`config.mk`:
```
export PLATFORM = sky130hd
export DESIGN_NAME = abc
export DESIGN_NICKNAME = d
export VERILOG_FILES = /design/src/rtl/abc.sv
export SDC_FILE = /design/constraint.sdc
export NUM_CORES = 1
export LEC_CHECK = 0
export CAP_MARGIN = 20
export CORE_MARGIN = 8
export CORE_UTILIZATION = 47
export DETAILED_ROUTE_END_ITERATION = 8
export GPL_ROUTABILITY_DRIVEN = 0
export PLACE_DENSITY = 0.72
export SLEW_MARGIN = 10
export SYNTH_ARGS = -nofsm -noshare
export SYNTH_HDL_FRONTEND = slang
export SYNTH_SLANG_ARGS = --single-unit
```
`constraint.sdc`:
```
create_clock -name clock -period 1.9 [get_ports clock]
set_input_delay 0.285 -clock clock [delete_from_list [all_inputs] [get_ports clock]]
set_output_delay 0.285 -clock clock [all_outputs]
set_load 0.02 [all_outputs]
```
`src/rtl/abc.sv`:
```
// Perimeter calculator: captures sides a,b over a dav_/rfd handshake and holds p = 2*(a+b).
// Latency: p is written one edge after capture, or five edges after capture with ABC_SERIAL_EN.
// Backpressure: rfd stays low from capture until dav_ is seen high in ACK; no new capture while rfd is low.
//
// Ports:
//   clock      system clock, rising edge
//   reset      asynchronous, active-high
//   a, b       4-bit unsigned side lengths, sampled only on the IDLE capture edge
//   dav_       data available, active-low, held low by the producer until rfd falls
//   p          6-bit registered perimeter, written once per transaction
//   rfd        ready for data, registered
//
// Build option: define ABC_SERIAL_EN to compute A+B with a bit-serial adder,
// taking five CALC cycles instead of one. Results are identical in both builds.
module abc (
    input  logic       clock,
    input  logic       reset,
    input  logic [3:0] a,
    input  logic [3:0] b,
    input  logic       dav_,
    output logic [5:0] p,
    output logic       rfd
);

    typedef enum logic [1:0] {
        IDLE = 2'd0,
        CALC = 2'd1,
        ACK  = 2'd2
    } state_t;

    state_t     state_q, state_d;
    logic [3:0] a_q, a_d;
    logic [3:0] b_q, b_d;
    logic [5:0] p_q, p_d;
    logic       rfd_q, rfd_d;
    logic       calc_done;

`ifdef ABC_SERIAL_EN
    // Serial adder state: bit index, ripple carry, and the sum bits shifted
    // in LSB first so that after four shifts acc_q[0] holds sum bit 0.
    logic [2:0] bit_cnt_q, bit_cnt_d;
    logic       carry_q, carry_d;
    logic [3:0] acc_q, acc_d;
    logic       sum_bit;
    logic       op_a, op_b;

    assign op_a      = a_q[bit_cnt_q[1:0]];
    assign op_b      = b_q[bit_cnt_q[1:0]];
    assign sum_bit   = op_a ^ op_b ^ carry_q;
    // Bits 0..3 take four cycles; the fifth cycle folds the carry in as bit 4.
    assign calc_done = (bit_cnt_q == 3'd4);
`else
    logic [4:0] sum;

    assign sum       = {1'b0, a_q} + {1'b0, b_q};
    assign calc_done = 1'b1;
`endif

    // State register
    always_ff @(posedge clock or posedge reset) begin
        if (reset) begin
            state_q   <= IDLE;
            a_q       <= 4'd0;
            b_q       <= 4'd0;
            p_q       <= 6'd0;
            rfd_q     <= 1'b1;
`ifdef ABC_SERIAL_EN
            bit_cnt_q <= 3'd0;
            carry_q   <= 1'b0;
            acc_q     <= 4'd0;
`endif
        end else begin
            state_q   <= state_d;
            a_q       <= a_d;
            b_q       <= b_d;
            p_q       <= p_d;
            rfd_q     <= rfd_d;
`ifdef ABC_SERIAL_EN
            bit_cnt_q <= bit_cnt_d;
            carry_q   <= carry_d;
            acc_q     <= acc_d;
`endif
        end
    end

    // Next-state logic
    always_comb begin
        state_d = state_q;
        case (state_q)
            IDLE:    if (!dav_)     state_d = CALC;
            CALC:    if (calc_done) state_d = ACK;
            ACK:     if (dav_)      state_d = IDLE;
            default:                state_d = IDLE;
        endcase
    end

    // Output and datapath logic
    always_comb begin
        a_d       = a_q;
        b_d       = b_q;
        p_d       = p_q;
        rfd_d     = rfd_q;
`ifdef ABC_SERIAL_EN
        bit_cnt_d = bit_cnt_q;
        carry_d   = carry_q;
        acc_d     = acc_q;
`endif
        case (state_q)
            IDLE: begin
                if (!dav_) begin
                    a_d       = a;
                    b_d       = b;
                    rfd_d     = 1'b0;
`ifdef ABC_SERIAL_EN
                    bit_cnt_d = 3'd0;
                    carry_d   = 1'b0;
                    acc_d     = 4'd0;
`endif
                end
            end
            CALC: begin
`ifdef ABC_SERIAL_EN
                if (calc_done) begin
                    // Single write of the full result; p never shows partial sums.
                    p_d = {carry_q, acc_q, 1'b0};
                end else begin
                    acc_d     = {sum_bit, acc_q[3:1]};
                    carry_d   = (op_a & op_b) | (op_a & carry_q) | (op_b & carry_q);
                    bit_cnt_d = bit_cnt_q + 3'd1;
                end
`else
                p_d = {sum, 1'b0};
`endif
            end
            ACK: begin
                if (dav_) begin
                    rfd_d = 1'b1;
                end
            end
            default: begin
                rfd_d = 1'b1;
            end
        endcase
    end

    assign p   = p_q;
    assign rfd = rfd_q;

endmodule

```
Word level (Yosys, flattened, before mapping)
Cells that the tools add are included.

$add $sub $neg: 1. Equality and inequality tests: 4. Muxes and demuxes: 6. Bitwise gates (word level): 2. Reductions and logical operators: 4.

Operators with widths (count): $pmux 2 s3 (1); $add 4x4->5 (1); $mux 2 (2); $ne 2x2->1 const B (2); $reduce_and 2->1 (2); $pmux 1 s3 (1); $reduce_and 3->1 (1); $eq 2x1->1 const B (1); $eq 2x2->1 const B (1); $logic_not 2->1 (1); $mux 1 (2); $not 1->1 (2).

Flip-flop bits (word level): 16. Input port bits: 11. Output and inout port bits: 7. Word-level logic and storage cells: 22.

Logic depth before layout (Yosys ltp)
Word-level depth: 3. Gate-level depth with buffers: 6. Depth with buffers taken out: 6.

Worst setup path before layout
Ideal clock, no wire load.

Path type: register -> register. Start: register state_q[0]. End: register a_q[0]. Library setup time: 0.125 ns. Arrival: 1.208 ns. Required time: 1.775 ns. Slack: 0.567 ns. Cell stages (with the launch flop): 4. Path buffers: 1. Clock period less this slack: 1.333 ns. Cells stage by stage: dfrtp_1 -> nor3_1 -> buf_2 -> mux2_2.

Cells in the longest elaborated chain, start to end: 2.

RTL lines: start: declaration (line 31) `state_t state_q, state_d;`; start signal: assignment (line 73) `state_q <= state_d;`; $logic_not 2->1 (line 108) `case (state_q)`; $reduce_and 2->1 (no line); end signal: assignment (line 63) `a_q <= 4'd0;`; end signal: assignment (line 74) `a_q <= a_d;`; end: declaration (line 32) `logic [3:0] a_q, a_d;`.

No other way between the ends. A chain may end at the register's enable or synchronous reset.

Worst setup path after layout
Start: register rfd_q, in the netlist rfd. End: output rfd.

RTL lines: start: declaration (line 35) `logic rfd_q, rfd_d;`; start signal: assignment (line 77) `rfd_q <= rfd_d;`; end: declaration (line 22) `output logic rfd`.

No word-level cell between the ends.

==> results.json <==
{
  "io_pins": 18,
  "rsz0062_at_grt": "false",
  "antenna_left": 0,
  "cts_setup_buffers": 0,
  "core_um2": 1520,
  "syn-num-nets": 81,
  "fin_crit_sh_pct": 90.5,
  "fin_skew_ns": 0.00614,
  "clk_latency_ns": 0.28,
  "setup_violations": 0,
  "drt_iter0_markers": 8,
  "yosys.cell_types.count": 25,
  "switching_share_pct": 36.5,
  "multi_input_area_um2": 324,
  "routed_wl_um": 1250,
  "leakagePower_uw": 0.000419,
  "core.rowCount": 14,
  "avgSynthCellArea_um2": 11.8,
  "clkTransAtPathRegs_ns": 0.10,
  "hold_viol": 0,
  "ir_drop_uv": 714,
  "path_class": "flop to output port",
  "total_power_uw": 1570,
  "synth_edf_count": 0,
  "grt_pass1_wl_um": 2350,
  "critPathArrivalTime_ns": 1.43,
  "cts.sinks": 16,
  "fin_cells": 99,
  "wl_met1_um": 577,
  "internal_power_uw": 999,
  "drtPass1Iterations": 2,
  "die_y_um": 56.3,
  "antenna_found_initial": 0,
  "grt_start_max_net_pins": 17,
  "slew_viol_final": 0,
  "top_layer_used": "met4",
  "synthCells": 65,
  "status": "finished, final reports clean",
  "nets": 100,
  "min_period_ns": 1.72,
  "fin_setup_tns_ns": 0,
  "globalRouteTotalUtil_pct": 8.82,
  "cts-hold-fix-buffers": 0,
  "place_inst": 95,
  "drive_above_1_share_pct": 14.5,
  "p_comb_share_pct": 48.4,
  "clk_path_buf_depth": 2,
  "cp-start-kind": "flop",
  "end_kind": "output port",
  "dp_hpwl_um": 975,
  "hold_path.class": "input pin to async pin",
  "path_max_fanout": 3,
  "ys_seq_elements": 16,
  "seqCellArea_um2": 402,
  "worst_pin_slew_ns": 0.600,
  "root_buffer": "clkbuf_4",
  "yosysWarnings": 0,
  "ys.flop_type": "dfrtp_1",
  "fill_cells": 130,
  "mostFrequentLayoutCell": "clkdlybuf4s50_1",
  "avgViaCountPerCell": 5.15,
  "mostFrequentLayoutCells": "clkdlybuf4s50_1, dfrtp_1, nand2_1",
  "wl_met2_um": 582,
  "die_w_um": 56.3,
  "slew_headroom_pct": 59.9,
  "cp.required_ns": 1.62,
  "worst_hold_slack_ns": 0.356,
  "die_area_um2": 3170,
  "async_flop_share_pct": 100,
  "drc": 0,
  "synthesis.area_um2": 764,
  "crit_slowest_cell": "clkdlybuf4s50_1",
  "areaGrowthSynthToFinish_pct": 24.9,
  "vias": 510,
  "wl_met3_um": 83,
  "io_buffers": 16,
  "routedWlPerCell_um": 12.7,
  "initial_core_util_pct": 50.2,
  "cts_buffers": 3,
  "grt_pass1_vias": 585,
  "maxCapViolCount": 0,
  "ctsResizeCount": 0,
  "power_density_nw_per_um2": 1650,
  "cp_cell_sequence": "clkdlybuf4s50_1",
  "clock.fmax_ghz": 0.581,
  "p_clk_share_pct": 11.8,
  "htreeDepth": 1,
  "synth_seq_area_share_pct": 52.5,
  "cpLargestDelayFamily": "buffers and inverters",
  "antenna_cells": 0,
  "final_util_pct": 62.6,
  "p_seq_share_pct": 39.8,
  "path_buf_inv": 1,
  "switchingPower_uw": 575,
  "cts_tree": "built",
  "gr-total-overflow": 0,
  "max_stage_delay_ns": 0.61
}
-- cells in the mapped netlist, types with 2 or more instances --
cell type	instances	area share, %
nor2_1	3	1.5
dfrtp_1	15	49
o21ai_0	5	3.3
nand2_1	7	3.4
ha_1	4	6.5
a21oi_1	3	2.0
inv_1	4	2.0
mux2_2	6	8.8
nor2b_1	2	1.6
-- power by group through the flow --
stage / Sequential [µW] / Combinational (µW) / Clock [µW]
2_1_floorplan: 693 / 476 / 0
3_5_place_dp: 637 / 772 / 0
5_1_grt: 657 / 869 / 208
4_1_cts: 629 / 775 / 194
6_report: 627 / 761 / 186
3_3_place_gp: 629 / 760 / 0
-- per-layer routing --
metal	vias to the layer above	GRT usage, %
met3	2	3.37
met4	0	4.47
met2	13	13.6
met5	-	0
met1	237	10.4
li1	258	-
-- area by class of cell --
class	count	share of cell area (%)
well taps	16	2.10
multi-input cells	42	33.9
flip-flops and latches	16	42.1
repair buffers	17	17.6
inverters	4	1.57
clock buffers	4	2.75
-- final timing paths --
kind	slack [ns]	from	to	cells past startpoint
max	0.18	rfd	rfd	1
min	0.36	reset	a_q[0]	2
max reg2reg	0.48	a_q[3]	p[4]	3
min reg2reg	0.49	p[3]	p[3]	2
max in group asynchronous	1.15	reset	state_q[0]	2
min in group clock	0.49	p[3]	p[3]	2
-- flip-flops by register name, indices dropped and copies added, names as in the netlist --
register / flops
state_q: 2
p: 5
rfd: 1
b_q: 4
a_q: 4
-- logic make-up after synthesis --
logic type	Yosys count	share of synthesized area [%]
compound gates	9	6.38
xor+xnor	1	1.15
fa+ha+maj	5	9.17
buf+inv	7	5.07
flops	16	52.5
mux	7	10.3
other cells	1	0.491
simple gates	19	14.9
-- per-stage QoR --
| step | worst slack, ns | area, µm² |
|---|---|---|
| after floorplan | 0.567 | 764 |
| after global placement | 0.397 | 928 |
| after detailed placement | 0.387 | 928 |
| after CTS | 0.159 | 955 |
| after global routing | 0.130 | 955 |
| final | 0.180 | 955 |
No activity file was read; power rests on OpenSTA's default activity.
